===== config.mk =====
export PLATFORM = sky130hd
export DESIGN_NAME = mem_router
export DESIGN_NICKNAME = d
export VERILOG_FILES = /design/src/rtl/mem_router_pkg.sv /design/src/rtl/mem_region_decode.sv /design/src/rtl/mem_router.sv
export SDC_FILE = /design/constraint.sdc
export NUM_CORES = 1
export LEC_CHECK = 0
export CAP_MARGIN = 20
export CORE_AREA = 5 5 118 120
export DETAILED_ROUTE_END_ITERATION = 16
export DIE_AREA = 0 0 123 125
export SLEW_MARGIN = 20
export SYNTH_ARGS = -nofsm -noshare
export SYNTH_HDL_FRONTEND = slang
export SYNTH_SLANG_ARGS = --single-unit

===== constraint.sdc =====
create_clock -name clk -period 2.5 [get_ports clk]
set_input_delay 0.5 -clock clk [delete_from_list [all_inputs] [get_ports clk]]
set_output_delay 0.5 -clock clk [all_outputs]
set_load 0.005 [all_outputs]

===== src/rtl/mem_router_pkg.sv =====
// Shared types and constants for the CPU memory-map router.
//   state_t        : router transaction FSM states
//   KSEG_MASK      : folds KUSEG/KSEG0/KSEG1 mirrors onto the physical space
//   KSEG2_BASE     : addresses at or above this pass through unfolded
//   PSX_*          : reference memory map for top-level parameterisation
package mem_router_pkg;

    typedef enum logic [1:0] {
        IDLE  = 2'd0,
        ISSUE = 2'd1,
        RESP  = 2'd2,
        DONE  = 2'd3
    } state_t;

    localparam logic [31:0] KSEG_MASK  = 32'h1FFF_FFFF;
    localparam logic [31:0] KSEG2_BASE = 32'hFFFE_0000;

    localparam logic [31:0] PSX_BIOS_BASE  = 32'h1FC0_0000;
    localparam logic [31:0] PSX_BIOS_SIZE  = 32'h0008_0000;
    localparam logic [31:0] PSX_MAIN_BASE  = 32'h0000_0000;
    localparam logic [31:0] PSX_MAIN_SIZE  = 32'h0020_0000;
    localparam logic [31:0] PSX_SCPAD_BASE = 32'h1F80_0000;
    localparam logic [31:0] PSX_SCPAD_SIZE = 32'h0000_0400;
    localparam logic [31:0] PSX_HWREG_BASE = 32'h1F80_1000;
    localparam logic [31:0] PSX_HWREG_SIZE = 32'h0000_2000;

endpackage


===== src/rtl/mem_region_decode.sv =====
// Combinational region decoder: matches a physical address against the
// parameter region table.
//   phys    in  ADDR_W  physical address
//   hit     out N_SLV   one-hot match (lowest index wins on overlap)
//   hit_any out 1       any region matched
//   offset  out ADDR_W  phys minus the base of the winning region (0 if none)
module mem_region_decode
    import mem_router_pkg::*;
#(
    parameter int unsigned               N_SLV    = 4,
    parameter int unsigned               ADDR_W   = 32,
    parameter logic [N_SLV*ADDR_W-1:0]   REG_BASE = '0,
    parameter logic [N_SLV*ADDR_W-1:0]   REG_SIZE = '0
) (
    input  logic [ADDR_W-1:0] phys,
    output logic [N_SLV-1:0]  hit,
    output logic              hit_any,
    output logic [ADDR_W-1:0] offset
);

    logic [N_SLV-1:0]  in_range;
    logic [ADDR_W-1:0] off_arr [N_SLV];

    // Per-region range check; the extra bit catches both a borrow (phys < base)
    // and regions that end exactly at the top of the address space.
    for (genvar g = 0; g < N_SLV; g++) begin : g_region
        localparam logic [ADDR_W-1:0] BASE = REG_BASE[g*ADDR_W +: ADDR_W];
        localparam logic [ADDR_W-1:0] SIZE = REG_SIZE[g*ADDR_W +: ADDR_W];

        logic [ADDR_W:0] diff;
        assign diff       = {1'b0, phys} - {1'b0, BASE};
        assign off_arr[g] = diff[ADDR_W-1:0];

        if (SIZE == '0) begin : g_off
            assign in_range[g] = 1'b0;
        end else begin : g_on
            assign in_range[g] = !diff[ADDR_W] && (diff < {1'b0, SIZE});
        end
    end

    // Priority select: first matching region in index order.
    always_comb begin
        hit     = '0;
        hit_any = 1'b0;
        offset  = '0;
        for (int unsigned i = 0; i < N_SLV; i++) begin
            if (in_range[i] && !hit_any) begin
                hit[i]  = 1'b1;
                hit_any = 1'b1;
                offset  = off_arr[i];
            end
        end
    end

endmodule


===== src/rtl/mem_router.sv =====
// Memory-map router between the CPU memory port and N_SLV slaves.
// Folds segment mirrors, decodes the region, runs a per-slave
// request/wait/valid handshake with timeout and bounded retry, and answers
// the CPU with a four-phase ren/wen-ack handshake.
//   clk, rst_n                 clock, synchronous active-low reset
//   m_addr/m_wdata/m_be        CPU request payload
//   m_ren/m_wen                CPU request levels, held until m_ack
//   m_ack/m_err/m_rdata        CPU completion, error flag, read data
//   s_req/s_we/s_addr/...      slave request side (one-hot s_req)
//   s_wait/s_valid/s_rdata     slave flow control, completion and read data
module mem_router
    import mem_router_pkg::*;
#(
    parameter int unsigned             N_SLV     = 4,
    parameter int unsigned             ADDR_W    = 32,
    parameter int unsigned             DATA_W    = 32,
    parameter logic [N_SLV*ADDR_W-1:0] REG_BASE  = '0,
    parameter logic [N_SLV*ADDR_W-1:0] REG_SIZE  = '0,
    parameter int unsigned             TIMEOUT   = 100,
    parameter int unsigned             MAX_RETRY = 2
) (
    input  logic                      clk,
    input  logic                      rst_n,
    input  logic [ADDR_W-1:0]         m_addr,
    input  logic [DATA_W-1:0]         m_wdata,
    input  logic [DATA_W/8-1:0]       m_be,
    input  logic                      m_ren,
    input  logic                      m_wen,
    output logic                      m_ack,
    output logic                      m_err,
    output logic [DATA_W-1:0]         m_rdata,
    output logic [N_SLV-1:0]          s_req,
    output logic                      s_we,
    output logic [ADDR_W-1:0]         s_addr,
    output logic [DATA_W-1:0]         s_wdata,
    output logic [DATA_W/8-1:0]       s_be,
    input  logic [N_SLV-1:0]          s_wait,
    input  logic [N_SLV-1:0]          s_valid,
    input  logic [N_SLV*DATA_W-1:0]   s_rdata
);

    localparam int unsigned BE_W  = DATA_W / 8;
    localparam int unsigned CNT_W = $clog2(TIMEOUT + 1);
    localparam int unsigned RTY_W = (MAX_RETRY > 0) ? $clog2(MAX_RETRY + 1) : 1;
    localparam logic [CNT_W-1:0] CNT_MAX  = '1;
    localparam logic [CNT_W-1:0] CNT_LAST = CNT_W'(TIMEOUT - 1);
    localparam logic [RTY_W-1:0] RTY_LAST = RTY_W'(MAX_RETRY);

    // Segment fold: KSEG2 passes through, everything else drops the top bits.
    logic [ADDR_W-1:0] phys;
    assign phys = (m_addr >= ADDR_W'(KSEG2_BASE)) ? m_addr
                                                  : (m_addr & ADDR_W'(KSEG_MASK));

    logic [N_SLV-1:0]  dec_hit;
    logic              dec_hit_any;
    logic [ADDR_W-1:0] dec_offset;

    mem_region_decode #(
        .N_SLV    (N_SLV),
        .ADDR_W   (ADDR_W),
        .REG_BASE (REG_BASE),
        .REG_SIZE (REG_SIZE)
    ) u_decode (
        .phys    (phys),
        .hit     (dec_hit),
        .hit_any (dec_hit_any),
        .offset  (dec_offset)
    );

    state_t            state_q, state_d;
    logic [N_SLV-1:0]  sel_q, sel_d;
    logic              mapped_q, mapped_d;
    logic [CNT_W-1:0]  cnt_q, cnt_d;
    logic [RTY_W-1:0]  rty_q, rty_d;

    logic              ack_d, err_d, we_d;
    logic [DATA_W-1:0] rdata_d, wdata_d;
    logic [N_SLV-1:0]  req_d;
    logic [ADDR_W-1:0] addr_d;
    logic [BE_W-1:0]   be_d;

    // Selected-slave views of the slave inputs; other slaves are ignored.
    logic              sel_wait_c, sel_valid_c;
    logic [DATA_W-1:0] sel_rdata_c;

    assign sel_wait_c  = |(s_wait  & sel_q);
    assign sel_valid_c = |(s_valid & sel_q);

    always_comb begin
        sel_rdata_c = '0;
        for (int unsigned i = 0; i < N_SLV; i++) begin
            if (sel_q[i]) begin
                sel_rdata_c = sel_rdata_c | s_rdata[i*DATA_W +: DATA_W];
            end
        end
    end

    // Next-state and next-output logic.
    always_comb begin
        state_d  = state_q;
        sel_d    = sel_q;
        mapped_d = mapped_q;
        cnt_d    = cnt_q;
        rty_d    = rty_q;
        ack_d    = m_ack;
        err_d    = m_err;
        rdata_d  = m_rdata;
        req_d    = '0;
        we_d     = s_we;
        addr_d   = s_addr;
        wdata_d  = s_wdata;
        be_d     = s_be;

        case (state_q)
            IDLE: begin
                if (m_ren || m_wen) begin
                    state_d  = ISSUE;
                    sel_d    = dec_hit;
                    mapped_d = dec_hit_any;
                    we_d     = m_wen && !m_ren;
                    addr_d   = dec_offset;
                    wdata_d  = m_wdata;
                    be_d     = m_be;
                    cnt_d    = '0;
                    rty_d    = '0;
                    req_d    = dec_hit;
                end
            end

            ISSUE: begin
                cnt_d = '0;
                if (!mapped_q) begin
                    state_d = DONE;
                    ack_d   = 1'b1;
                    err_d   = 1'b1;
                    rdata_d = '0;
                end else if (sel_wait_c) begin
                    req_d = sel_q;
                end else begin
                    state_d = RESP;
                end
            end

            RESP: begin
                if (cnt_q != CNT_MAX) begin
                    cnt_d = cnt_q + CNT_W'(1);
                end
                // A completion in the last timeout cycle still counts.
                if (sel_valid_c) begin
                    state_d = DONE;
                    ack_d   = 1'b1;
                    if (!s_we) begin
                        rdata_d = sel_rdata_c;
                    end
                end else if (cnt_q == CNT_LAST) begin
                    if (rty_q < RTY_LAST) begin
                        state_d = ISSUE;
                        rty_d   = rty_q + RTY_W'(1);
                        cnt_d   = '0;
                        req_d   = sel_q;
                    end else begin
                        state_d = DONE;
                        ack_d   = 1'b1;
                        err_d   = 1'b1;
                        rdata_d = '0;
                    end
                end
            end

            DONE: begin
                if (!m_ren && !m_wen) begin
                    state_d = IDLE;
                    ack_d   = 1'b0;
                    err_d   = 1'b0;
                end
            end

            default: begin
                state_d = IDLE;
            end
        endcase
    end

    // State and output registers.
    always_ff @(posedge clk) begin
        if (!rst_n) begin
            state_q  <= IDLE;
            sel_q    <= '0;
            mapped_q <= 1'b0;
            cnt_q    <= '0;
            rty_q    <= '0;
            m_ack    <= 1'b0;
            m_err    <= 1'b0;
            m_rdata  <= '0;
            s_req    <= '0;
            s_we     <= 1'b0;
            s_addr   <= '0;
            s_wdata  <= '0;
            s_be     <= '0;
        end else begin
            state_q  <= state_d;
            sel_q    <= sel_d;
            mapped_q <= mapped_d;
            cnt_q    <= cnt_d;
            rty_q    <= rty_d;
            m_ack    <= ack_d;
            m_err    <= err_d;
            m_rdata  <= rdata_d;
            s_req    <= req_d;
            s_we     <= we_d;
            s_addr   <= addr_d;
            s_wdata  <= wdata_d;
            s_be     <= be_d;
        end
    end

endmodule


==> impl_table.tex, run 1 <==
\begin{tabular}{lr}
\hline
Metric & Value \\
\hline
\multicolumn{2}{l}{\textbf{Place}} \\
\quad Final HPWL from detailed placement & 4720 um \\
\quad Number of buffers inserted by port buffering & 78 \\
\quad GP Congestion & 0.766 \\
\quad Setup slack at placement & 315 ps \\
\multicolumn{2}{l}{\textbf{Critical path}} \\
\quad Destination of the worst register-to-register timing path & cnt\_q[2]\$\_SDFFE\_PN0P\_ \\
\quad Worst path required time & 2680 ps \\
\quad CP Launch Point & m\_ren \\
\quad Worst r2r src & cnt\_q[0]\$\_SDFFE\_PN0P\_ \\
\quad Kind of launch point of the worst setup path & input pin \\
\quad Total stage count of the critical path & 5 \\
\quad Crit path capture type & flip-flop \\
\quad Worst Path Class, Setup & in2reg \\
\quad Setup slack, reg-to-reg & 730 ps \\
\quad Path depth of the worst reg2reg path & 5 \\
\quad Buffers \& Inverters on Critical Path & 1 \\
\quad Slowest cell delay on critical path & 550 ps \\
\quad Cell breakdown of the critical path & clkdlybuf4s50\_1 > or4\_1 > o211ai\_1 > mux2i\_1 > nor2\_1 \\
\quad Critical path fanouts, max & 7 \\
\quad Worst setup path endpoint & cnt\_q[1]\$\_SDFFE\_PN0P\_ \\
\quad Crit path max-delay cell type & sky130\_fd\_sc\_hd\_\_clkdlybuf4s50\_1 \\
\quad Arrival @ worst endpoint & between 2000 and 2500 ps \\
\quad Dominant delay contributor by cell family on the critical path & simple AND/OR/NAND/NOR gates \\
\multicolumn{2}{l}{\textbf{Pwr}} \\
\quad Leakage power summed over all cells & 0.00127 uW \\
\quad Pwr dens & 590 nW/um\^{}2 \\
\quad Largest voltage drop on the vdd net & 0.243 mV \\
\multicolumn{2}{l}{\textbf{STA}} \\
\quad Final setup vio count & 0 \\
\quad Setup repair after global routing missed its margin & no \\
\quad Total Neg Setup Slack & 0 ps \\
\quad Highest clock rate & between 500 and 600 MHz \\
\quad Hold Vio Cnt, Final & 0 \\
\quad Final worst slack & 629 ps \\
\quad Time the worst path needs with I/O delays and setup & around 1900 ps \\
\quad Fin Clk Skew & 6.84 ps \\
\quad Final clock period utilization by the worst path & 74.8\% \\
\quad Max-slew violation count & 0 \\
\multicolumn{2}{l}{\textbf{Yosys}} \\
\quad Post-Syn Instances & 307 \\
\quad Async set-or-reset flop fraction in the synthesized netlist & 0\% \\
\quad Cell accounting for the most synthesized area & sky130\_fd\_sc\_hd\_\_dfxtp\_1 \\
\quad Unique cell type count in the Yosys netlist & 40 \\
\quad Share of Yosys cell area claimed by the top area cell type & around two fifths \\
\quad Post-synthesis sequential area ratio & around 40\% \\
\quad Cells taking the most area after synthesis & sky130\_fd\_sc\_hd\_\_dfxtp\_1, sky130\_fd\_sc\_hd\_\_buf\_4, sky130\_fd\_sc\_hd\_\_nand2\_1 \\
\quad Predominant post-synthesis flop cell & sky130\_fd\_sc\_hd\_\_dfxtp\_1 \\
\quad Number of enable flip-flop cells after synthesis & 0 \\
\quad Yosys Warn Count & 0 \\
\quad Mapped Avg Cell Area & 7.98 sq um \\
\quad Synthesized flop and latch total & 49 \\
\quad Netlist area before placement & 2450 sq um \\
\multicolumn{2}{l}{\textbf{Job}} \\
\quad Max-cap violations & 0 \\
\multicolumn{2}{l}{\textbf{Die}} \\
\quad Starting Density & 19.0\% \\
\quad DIE AREA & 15400 sq um \\
\quad Core area & around 13000 sq um \\
\quad Die height & between 100 and 150 um \\
\quad Width of the die & 123 um \\
\quad Count of pins on the block boundary & 315 \\
\quad Row count & between 40 and 50 \\
\multicolumn{2}{l}{\textbf{Detailed routing}} \\
\quad DR pass1 iterations & 4 \\
\quad Post-Route WL & between 6000 and 7000 um \\
\quad Avg Vias per Cell & 3.67 \\
\quad Mean routed wirelength per cell & 11.2 um \\
\quad Count of routing violations after the opening detailed-route iteration & 44 \\
\quad Drc violations & 0 \\
\quad Count of vias placed by the detailed router & 2054 \\
\quad Residual antenna-violating net count after detailed routing & 0 \\
\multicolumn{2}{l}{\textbf{Clocking}} \\
\quad CTS root buf & sky130\_fd\_sc\_hd\_\_clkbuf\_16 \\
\quad Setup repair bufs after CTS & 0 \\
\quad Hold buffers post-CTS & 0 \\
\quad Number of sinks handled by clock tree synthesis & $\sim$50 \\
\quad Clock-pin transition on the worst setup and hold timing paths & 70 ps \\
\quad Clock tree from TritonCTS & built \\
\quad H-tree depth & 2 \\
\quad Cts bufs inserted & 5 \\
\quad Maximum buffer depth of the clock tree & 2 \\
\quad Clock latency on the worst-skew pair & 290 ps \\
\quad Total of cells resized after clock tree synthesis & 0 \\
\multicolumn{2}{l}{\textbf{Global route}} \\
\quad Via count of the first global-routing pass & 1919 \\
\quad Antenna violations before repair & 0 \\
\quad Largest net degree at the start of global routing & 33 \\
\quad Wire length of the first global-routing pass & around 9600 um \\
\quad Total Routing Usage GR & about 7.6\% \\
\quad Grt total ovfl & 0 \\
\multicolumn{2}{l}{\textbf{Cells and area}} \\
\quad Commonest cells after routing, fill and taps aside & sky130\_fd\_sc\_hd\_\_clkdlybuf4s50\_1, sky130\_fd\_sc\_hd\_\_nand2\_1, sky130\_fd\_sc\_hd\_\_conb\_1 \\
\quad Ratio of cells with drive above 1 in the final layout & 5.47\% \\
\quad Number of diodes & 0 \\
\quad Final Net Count & 592 \\
\quad Layout area overhead & 35.8\% \\
\quad Filler cell count in the final layout & between 1000 and 1500 \\
\quad Commonest non-fill, non-tap cell in the layout & sky130\_fd\_sc\_hd\_\_clkdlybuf4s50\_1 \\
\multicolumn{2}{l}{\textbf{Outcome}} \\
\quad Status & finished, final reports clean \\
\multicolumn{2}{l}{\textbf{Min path}} \\
\quad Hold WC Path Type & reg2reg \\
\hline
\end{tabular}
-- metrics by stage --
step                utilization (%)  area [sq um]  total power (uW)  hold WS [ps]  std cells
floorplan                         -          2700              1140           453        374
global placement               24.7          3170              1280           442        552
detailed placement             24.7          3170              1280           451        552
CTS                            25.8          3330              2000           460        560
global route                   25.8          3330              2080           481        560
finish                         25.8          3330              1960           458        560
-- worst register-to-register path: stages, from the launching register on --
cell and delay [ps]:
sky130_fd_sc_hd__dfxtp_1 390, sky130_fd_sc_hd__ha_1 250, sky130_fd_sc_hd__nand3_1 240, sky130_fd_sc_hd__o41a_1 450, sky130_fd_sc_hd__o21ai_2 240, sky130_fd_sc_hd__nor2_1 80
-- power by group --
group | internal (uW) | switching [uW] | total (uW)
registers | 836 | 41.3 | 877
logic | 200 | 181 | 381
clock network | 378 | 325 | 703
-- worst min-delay path by stage --
stage | start | to | slack [ps] | cells past startpoint
6_report | s_wdata[27]$_SDFFE_PN0P_ | s_wdata[27]$_SDFFE_PN0P_ | 460 | 2
5_1_grt | s_be[0]$_SDFFE_PN0P_ | s_be[0]$_SDFFE_PN0P_ | 480 | 2
4_1_cts | s_be[1]$_SDFFE_PN0P_ | s_be[1]$_SDFFE_PN0P_ | 460 | 2
3_5_place_dp | s_wdata[27]$_SDFFE_PN0P_ | s_wdata[27]$_SDFFE_PN0P_ | 450 | 2
3_3_place_gp | s_wdata[13]$_SDFFE_PN0P_ | s_wdata[13]$_SDFFE_PN0P_ | 440 | 2
2_1_floorplan | s_be[0]$_SDFFE_PN0P_ | s_be[0]$_SDFFE_PN0P_ | 450 | 2
-- logic make-up after synthesis --
logic type	Yosys count	share of synthesized area, %
flops	49	40.1
compound gates	64	15.2
other cells	1	0.153
fa+ha+maj	1	0.511
simple gates	105	18.7
mux	2	0.818
buf+inv	84	24.2
xor+xnor	1	0.358
-- synth_stat cells, drive strengths merged (2+ instances only) --
library cell,number
buf,78
nand2,77
dfxtp,49
a21oi,43
nor2,8
o21ai,7
nor3,5
clkbuf,4
nand3,4
and3,3
nor4,3
a31oi,2
mux2i,2
o211ai,2
or3,2
-- state kept, by name, indices dropped and copies added, names as in the netlist --
register,cells
s_wdata,32
cnt_q,7
s_be,4
rty_q,2
state_q,2
m_err,1
s_we,1
-- final cells by class --
class,instances,area (sq um),area share (%)
Sequential cell,49,981,29.5
Clock inverter,3,26.3,0.790
Inverter,2,7.51,0.226
Clock buffer,5,125,3.76
Tap cell,176,220,6.62
Timing Repair Buffer,84,838,25.2
Multi-Input combinational cell,241,1130,33.9
-- layer usage --
metal / up-vias / wire length [um] / global-route usage [%]
li1: 1036 / - / -
met1: 921 / 2590 / 9.41
met2: 93 / 2760 / 11.8
met3: 4 / 886 / 4.16
met4: 0 / 25 / 1.56
met5: - / 0 / 0
Power figures use the tool's default switching activity.
==> run 2, diff against run 1 <==
- CORE_AREA: 5 5 118 120 -> 5 5 119 121
- DIE_AREA: 0 0 123 125 -> 0 0 124 126
- clock period: 2.5 -> 1.8 ns (I/O delays scaled with it)
==> run 2 against run 1 <==
Net effect: final cell count rose by 2.0%; clock power rose by 48%; count of clock-buffer cells in the layout did not move; critical path type unchanged; largest cell class unchanged; largest power group unchanged.
==> impl_table.tex, run 2 (synthesis gave the netlist of run 1 again) <==
\begin{tabular}{lr}
\hline
Metric & Value \\
\hline
\multicolumn{2}{l}{\textbf{Die}} \\
\quad Core area & 13000 sq um \\
\quad Die height & about 130 um \\
\quad Row count & 42 \\
\quad Width of the die & $\sim$120 um \\
\quad Count of pins on the block boundary & about 320 \\
\quad DIE AREA & $\sim$16000 sq um \\
\quad Starting Density & 18.9\% \\
\multicolumn{2}{l}{\textbf{Critical path}} \\
\quad Arrival @ worst endpoint & 1820 ps \\
\quad Crit path capture type & flip-flop \\
\quad Slowest cell delay on critical path & 540 ps \\
\quad Cell breakdown of the critical path & clkdlybuf4s50\_1 > or4\_1 > o211ai\_1 > mux2i\_1 > nor2\_1 \\
\quad Crit path max-delay cell type & sky130\_fd\_sc\_hd\_\_or4\_1 \\
\quad Path depth of the worst reg2reg path & 6 \\
\quad Worst Path Class, Setup & in2reg \\
\quad Critical path fanouts, max & 4 \\
\quad Kind of launch point of the worst setup path & input pin \\
\quad Worst path required time & 1970 ps \\
\quad Buffers \& Inverters on Critical Path & 1 \\
\quad Total stage count of the critical path & 5 \\
\quad Dominant delay contributor by cell family on the critical path & simple AND/OR/NAND/NOR gates \\
\multicolumn{2}{l}{\textbf{Clocking}} \\
\quad CTS root buf & sky130\_fd\_sc\_hd\_\_clkbuf\_16 \\
\quad Cts bufs inserted & 5 \\
\quad Clock latency on the worst-skew pair & 280 ps \\
\quad Maximum buffer depth of the clock tree & 2 \\
\quad Clock tree from TritonCTS & built \\
\quad Number of sinks handled by clock tree synthesis & 49 \\
\quad H-tree depth & 2 \\
\quad Clock-pin transition on the worst setup and hold timing paths & 70 ps \\
\quad Setup repair bufs after CTS & 0 \\
\multicolumn{2}{l}{\textbf{Place}} \\
\quad Final HPWL from detailed placement & 5370 um \\
\quad DP Area & between 3000 and 4000 sq um \\
\quad Number of buffers inserted by port buffering & 78 \\
\quad GP Congestion & 0.783 \\
\multicolumn{2}{l}{\textbf{Job}} \\
\quad Max-cap violations & 0 \\
\multicolumn{2}{l}{\textbf{Global route}} \\
\quad Wire length of the first global-routing pass & 10500 um \\
\quad Busiest grt layer & met2 \\
\quad Via count of the first global-routing pass & 2049 \\
\quad Grt total ovfl & 0 \\
\quad Antenna violations before repair & 0 \\
\quad Total Routing Usage GR & 8.51\% \\
\quad Routing usage on met3 & 2.15\% \\
\quad Largest net degree at the start of global routing & 27 \\
\quad Met1 GRT Util & 11.3\% \\
\quad Met2 track utilization from global routing & 13.3\% \\
\multicolumn{2}{l}{\textbf{Min path}} \\
\quad Depth of the worst hold-timing path & 2 \\
\quad Hold WC Path Type & reg2reg \\
\multicolumn{2}{l}{\textbf{Outcome}} \\
\quad Status & finished, final reports clean \\
\multicolumn{2}{l}{\textbf{Cells and area}} \\
\quad Most flop-heavy register & s\_wdata \\
\quad Largest register FFs & 32 \\
\quad Commonest non-fill, non-tap cell in the layout & sky130\_fd\_sc\_hd\_\_clkdlybuf4s50\_1 \\
\quad Final Net Count & $\sim$600 \\
\quad Layout area overhead & 40.5\% \\
\quad Finished Core Util & 26.5\% \\
\quad Final design instance area without fill & about 3400 sq um \\
\quad Commonest cells after routing, fill and taps aside & sky130\_fd\_sc\_hd\_\_clkdlybuf4s50\_1, sky130\_fd\_sc\_hd\_\_nand2\_1, sky130\_fd\_sc\_hd\_\_conb\_1 \\
\quad Ratio of cells with drive above 1 in the final layout & 8.35\% \\
\quad Leading registers by flop count & s\_wdata x32, cnt\_q x7, s\_be x4 \\
\quad Number of diodes & 0 \\
\multicolumn{2}{l}{\textbf{Detailed routing}} \\
\quad Count of vias placed by the detailed router & 2124 \\
\quad Post-Route WL & 6840 um \\
\quad Residual antenna-violating net count after detailed routing & 0 \\
\quad Count of routing violations after the opening detailed-route iteration & roughly 140 \\
\quad Drc violations & 0 \\
\quad Mean routed wirelength per cell & 12.0 um \\
\quad DR pass1 iterations & 4 \\
\quad Avg Vias per Cell & 3.72 \\
\multicolumn{2}{l}{\textbf{Pwr}} \\
\quad Power consumption & 2820 uW \\
\quad Largest voltage drop on the vdd net & 0.316 mV \\
\quad Leakage power summed over all cells & $\sim$0.0013 uW \\
\quad Pwr dens & 820 nW/um\^{}2 \\
\multicolumn{2}{l}{\textbf{STA}} \\
\quad Fin Clk Skew & about 4.7 ps \\
\quad Max-slew violation count & 0 \\
\quad Time the worst path needs with I/O delays and setup & 1650 ps \\
\quad Highest clock rate & 607 MHz \\
\quad Final clock period utilization by the worst path & between 90\% and 100\% \\
\quad Hold Vio Cnt, Final & 0 \\
\quad Final setup vio count & 0 \\
\hline
\end{tabular}
-- run 2: cell types whose count changed in the layout (fill, tap and decap cells not counted) --
cell                         previous run  this run
sky130_fd_sc_hd__clkinv_2               0         1
sky130_fd_sc_hd__ha_2                   0         1
sky130_fd_sc_hd__inv_8                  1         0
sky130_fd_sc_hd__buf_4                  5        16
sky130_fd_sc_hd__ha_1                   1         0
sky130_fd_sc_hd__buf_12                 1         2
sky130_fd_sc_hd__clkinvlp_4             2         0
sky130_fd_sc_hd__bufinv_16              0         1
-- run 2: final cells by class --
type | count | area (sq um)
clock inverter | 2 | 35.0
multi-input combinational | 241 | 1130
tap | 176 | 220
timing repair buffer | 96 | 941
inverter | 2 | 7.51
sequential | 49 | 981
fill | 1426 | 9540
clock buffer | 5 | 125
-- run 2: repair_timing --
item / in CTS / in global routing
hold buffers: 0 / 0
endpoints found under the setup margin: 0 / 1
gates resized for setup: 0 / 1
-- run 2: path summary, 6_finish.rpt --
kind / slack (ps) / to / startpoint
hold reg to reg: 450 / s_wdata[25]$_SDFFE_PN0P_ / s_wdata[25]$_SDFFE_PN0P_
hold / removal: 450 / s_wdata[25]$_SDFFE_PN0P_ / s_wdata[25]$_SDFFE_PN0P_
setup / recovery: 150 / cnt_q[1]$_SDFFE_PN0P_ / m_wen
setup reg to reg: 160 / m_err$_SDFFE_PN0P_ / cnt_q[0]$_SDFFE_PN0P_
-- run 2: metal layers --
layer / share of wire [%] / up-vias
li1: - / 1060
met2: 45 / 91
met3: 9.6 / 6
met1: 43 / 967
met5: 0 / -
met4: 1.6 / 0
-- run 2: worst min-delay path, stage by stage, from the launching register on --
cell	delay, ps
sky130_fd_sc_hd__dfxtp_1	310
sky130_fd_sc_hd__nand2_1	50
sky130_fd_sc_hd__a21oi_1	50
-- run 2: metrics by stage --
stage / std cells / hold slack, ps / setup slack [ps] / setup TNS, ps
after floorplan: 374 / 453 / 290 / 0
after global placement: 564 / 442 / -133 / -1290
after detailed placement: 564 / 446 / -138 / -1910
after CTS: 571 / 456 / 169 / 0
after global routing: 571 / 466 / -2.56 / -2.56
final: 571 / 452 / 152 / 0
-- run 2: power by group --
part	internal [uW]	switching [uW]	total (uW)
logic	308	270	577
clock network	645	390	1040
registers	1160	46.5	1210
total	2110	707	2820
==> run 3, diff against run 2 <==
- PLACE_DENSITY: unset -> 0.69
==> run 3 against run 2 <==
Net effect: clock power decreased by 5%; first-iteration DRC count decreased by 48%; sequential cell count unchanged; register-to-register slack improved by 40 ps; clock skew increased by 6.0 ps; sequential share of layout area increased by 0.11 points; design area decreased by 0.40%; core utilization decreased by 0.11 points; critical endpoint unchanged.
==> impl_table.tex, run 3 (synthesis gave the netlist of run 1 again) <==
\begin{tabular}{lr}
\hline
Metric & Value \\
\hline
\multicolumn{2}{l}{\textbf{Cells and area}} \\
\quad Final Net Count & 602 \\
\quad Commonest cells after routing, fill and taps aside & sky130\_fd\_sc\_hd\_\_clkdlybuf4s50\_1, sky130\_fd\_sc\_hd\_\_nand2\_1, sky130\_fd\_sc\_hd\_\_conb\_1 \\
\quad Layout area overhead & 39.9\% \\
\quad Final design instance area without fill & 3430 sq um \\
\quad Commonest non-fill, non-tap cell in the layout & sky130\_fd\_sc\_hd\_\_clkdlybuf4s50\_1 \\
\quad Ratio of cells with drive above 1 in the final layout & 7.87\% \\
\quad Largest register FFs & 32 \\
\quad Leading registers by flop count & s\_wdata x32, cnt\_q x7, s\_be x4 \\
\quad Most flop-heavy register & s\_wdata \\
\quad Number of diodes & 0 \\
\multicolumn{2}{l}{\textbf{Die}} \\
\quad Die height & between 100 and 150 um \\
\quad DIE AREA & $\sim$16000 sq um \\
\quad Width of the die & 124 um \\
\quad Core area & 13000 sq um \\
\quad Count of pins on the block boundary & 315 \\
\quad Starting Density & 18.9\% \\
\quad Row count & 42 \\
\multicolumn{2}{l}{\textbf{Place}} \\
\quad Final HPWL from detailed placement & 5250 um \\
\quad DP Area & roughly 3300 sq um \\
\quad GP Congestion & 0.778 \\
\quad Setup slack at placement & -159 ps \\
\quad Number of buffers inserted by port buffering & between 70 and 80 \\
\multicolumn{2}{l}{\textbf{Detailed routing}} \\
\quad Drc violations & 0 \\
\quad Mean routed wirelength per cell & $\sim$12 um \\
\quad Post-Route WL & 6810 um \\
\quad Count of routing violations after the opening detailed-route iteration & 70 \\
\quad Residual antenna-violating net count after detailed routing & 0 \\
\quad Avg Vias per Cell & 3.68 \\
\quad Count of vias placed by the detailed router & 2098 \\
\quad DR pass1 iterations & 4 \\
\multicolumn{2}{l}{\textbf{STA}} \\
\quad Highest clock rate & 604 MHz \\
\quad Final clock period utilization by the worst path & 92.0\% \\
\quad Fin Clk Skew & 10.8 ps \\
\quad Time the worst path needs with I/O delays and setup & 1660 ps \\
\quad Setup repair after global routing missed its margin & no \\
\quad Final setup vio count & 0 \\
\quad Max-slew violation count & 0 \\
\quad Total Neg Setup Slack & 0 ps \\
\quad Hold Vio Cnt, Final & 0 \\
\quad Final worst slack & 144 ps \\
\multicolumn{2}{l}{\textbf{Critical path}} \\
\quad Arrival @ worst endpoint & 1830 ps \\
\quad Critical path fanouts, max & 4 \\
\quad Dominant delay contributor by cell family on the critical path & simple AND/OR/NAND/NOR gates \\
\quad Worst path required time & 1980 ps \\
\quad Worst setup path endpoint & cnt\_q[1]\$\_SDFFE\_PN0P\_ \\
\quad Kind of launch point of the worst setup path & input pin \\
\quad Total stage count of the critical path & 5 \\
\quad Cell breakdown of the critical path & clkdlybuf4s50\_1 > or4\_1 > o211ai\_1 > mux2i\_1 > nor2\_1 \\
\quad Crit path capture type & flip-flop \\
\quad Buffers \& Inverters on Critical Path & 1 \\
\quad Worst r2r src & cnt\_q[0]\$\_SDFFE\_PN0P\_ \\
\quad Setup slack, reg-to-reg & 200 ps \\
\quad Path depth of the worst reg2reg path & 6 \\
\quad Destination of the worst register-to-register timing path & cnt\_q[5]\$\_SDFFE\_PN0P\_ \\
\quad Worst Path Class, Setup & in2reg \\
\quad Crit path max-delay cell type & sky130\_fd\_sc\_hd\_\_or4\_1 \\
\quad Slowest cell delay on critical path & 540 ps \\
\quad CP Launch Point & m\_wen \\
\multicolumn{2}{l}{\textbf{Min path}} \\
\quad Hold Crit Start & s\_wdata[7]\$\_SDFFE\_PN0P\_ \\
\quad Hold WC Path Type & reg2reg \\
\multicolumn{2}{l}{\textbf{Global route}} \\
\quad Grt total ovfl & 0 \\
\quad Via count of the first global-routing pass & 1733 \\
\quad Largest net degree at the start of global routing & 30 \\
\quad Wire length of the first global-routing pass & 9600 um \\
\quad Total Routing Usage GR & around 8\% \\
\quad Antenna violations before repair & 0 \\
\multicolumn{2}{l}{\textbf{Pwr}} \\
\quad Pwr dens & 810 nW/um\^{}2 \\
\quad Largest voltage drop on the vdd net & around 0.37 mV \\
\quad Power consumption & 2780 uW \\
\quad Leakage power summed over all cells & 0.00134 uW \\
\multicolumn{2}{l}{\textbf{Clocking}} \\
\quad Hold buffers post-CTS & 0 \\
\quad Clock-pin transition on the worst setup and hold timing paths & 70 ps \\
\quad Clock latency on the worst-skew pair & 290 ps \\
\quad Cts bufs inserted & 5 \\
\quad Setup repair bufs after CTS & 0 \\
\quad Clock tree from TritonCTS & built \\
\quad H-tree depth & 2 \\
\quad Maximum buffer depth of the clock tree & 2 \\
\quad CTS root buf & sky130\_fd\_sc\_hd\_\_clkbuf\_16 \\
\quad Total of cells resized after clock tree synthesis & 0 \\
\quad Number of sinks handled by clock tree synthesis & 49 \\
\multicolumn{2}{l}{\textbf{Job}} \\
\quad Max-cap violations & 0 \\
\multicolumn{2}{l}{\textbf{Outcome}} \\
\quad Status & finished, final reports clean \\
\hline
\end{tabular}
[run 3: cell types whose count changed in the layout (fill, tap and decap cells not counted), sizes merged]
cell	previous run	this run
buf	18	16
bufinv	1	0
clkbuf	5	6
inv	1	2
[run 3: final cells by class]
| cell class | instances | area, sq um |
|---|---|---|
| fill | 1441 | 9550 |
| multi-input combinational | 241 | 1130 |
| sequential | 49 | 981 |
| timing repair buffer | 94 | 926 |
| tap | 176 | 220 |
| clock buffer | 6 | 139 |
| clock inverter | 2 | 17.5 |
| inverter | 2 | 7.51 |
[run 3: stage by stage]
stage	util, %	std cells	hold WS [ps]
floorplan	-	374	453
global placement	25.2	562	441
detailed placement	25.2	562	446
CTS	26.4	570	456
global route	26.4	570	466
finish	26.4	570	453
[run 3: worst reg2reg max path: stages (launching register included)]
cell	delay [ps]
sky130_fd_sc_hd__dfxtp_1	340
sky130_fd_sc_hd__ha_1	220
sky130_fd_sc_hd__buf_4	140
sky130_fd_sc_hd__and3_1	200
sky130_fd_sc_hd__a21oi_1	310
sky130_fd_sc_hd__a32oi_1	160
sky130_fd_sc_hd__a21oi_1	150
[run 3: worst min path at each step]
stage / to / slack, ps / cells past startpoint
after CTS: s_wdata[22]$_SDFFE_PN0P_ / 460 / 2
final: s_wdata[7]$_SDFFE_PN0P_ / 450 / 2
after floorplan: s_be[0]$_SDFFE_PN0P_ / 450 / 2
after global routing: s_wdata[24]$_SDFFE_PN0P_ / 470 / 2
after detailed placement: s_wdata[22]$_SDFFE_PN0P_ / 450 / 2
after global placement: s_wdata[5]$_SDFFE_PN0P_ / 440 / 2
[run 3: routing by layer]
layer  wire [um]  global-route usage [%]  vias up
met5           0                       0        -
met3        1170                    6.41        4
met1        2610                    9.44      939
met2        2940                    11.4       97
met4          89                    2.71        0
li1            -                       -     1058
[run 3: report_power, final]
| group | internal, uW | leakage, uW | total (uW) | switching, uW |
|---|---|---|---|---|
| clock network | 561 | 0.0000775 | 984 | 423 |
| logic | 304 | 0.000858 | 593 | 289 |
| registers | 1160 | 0.000402 | 1200 | 38.5 |
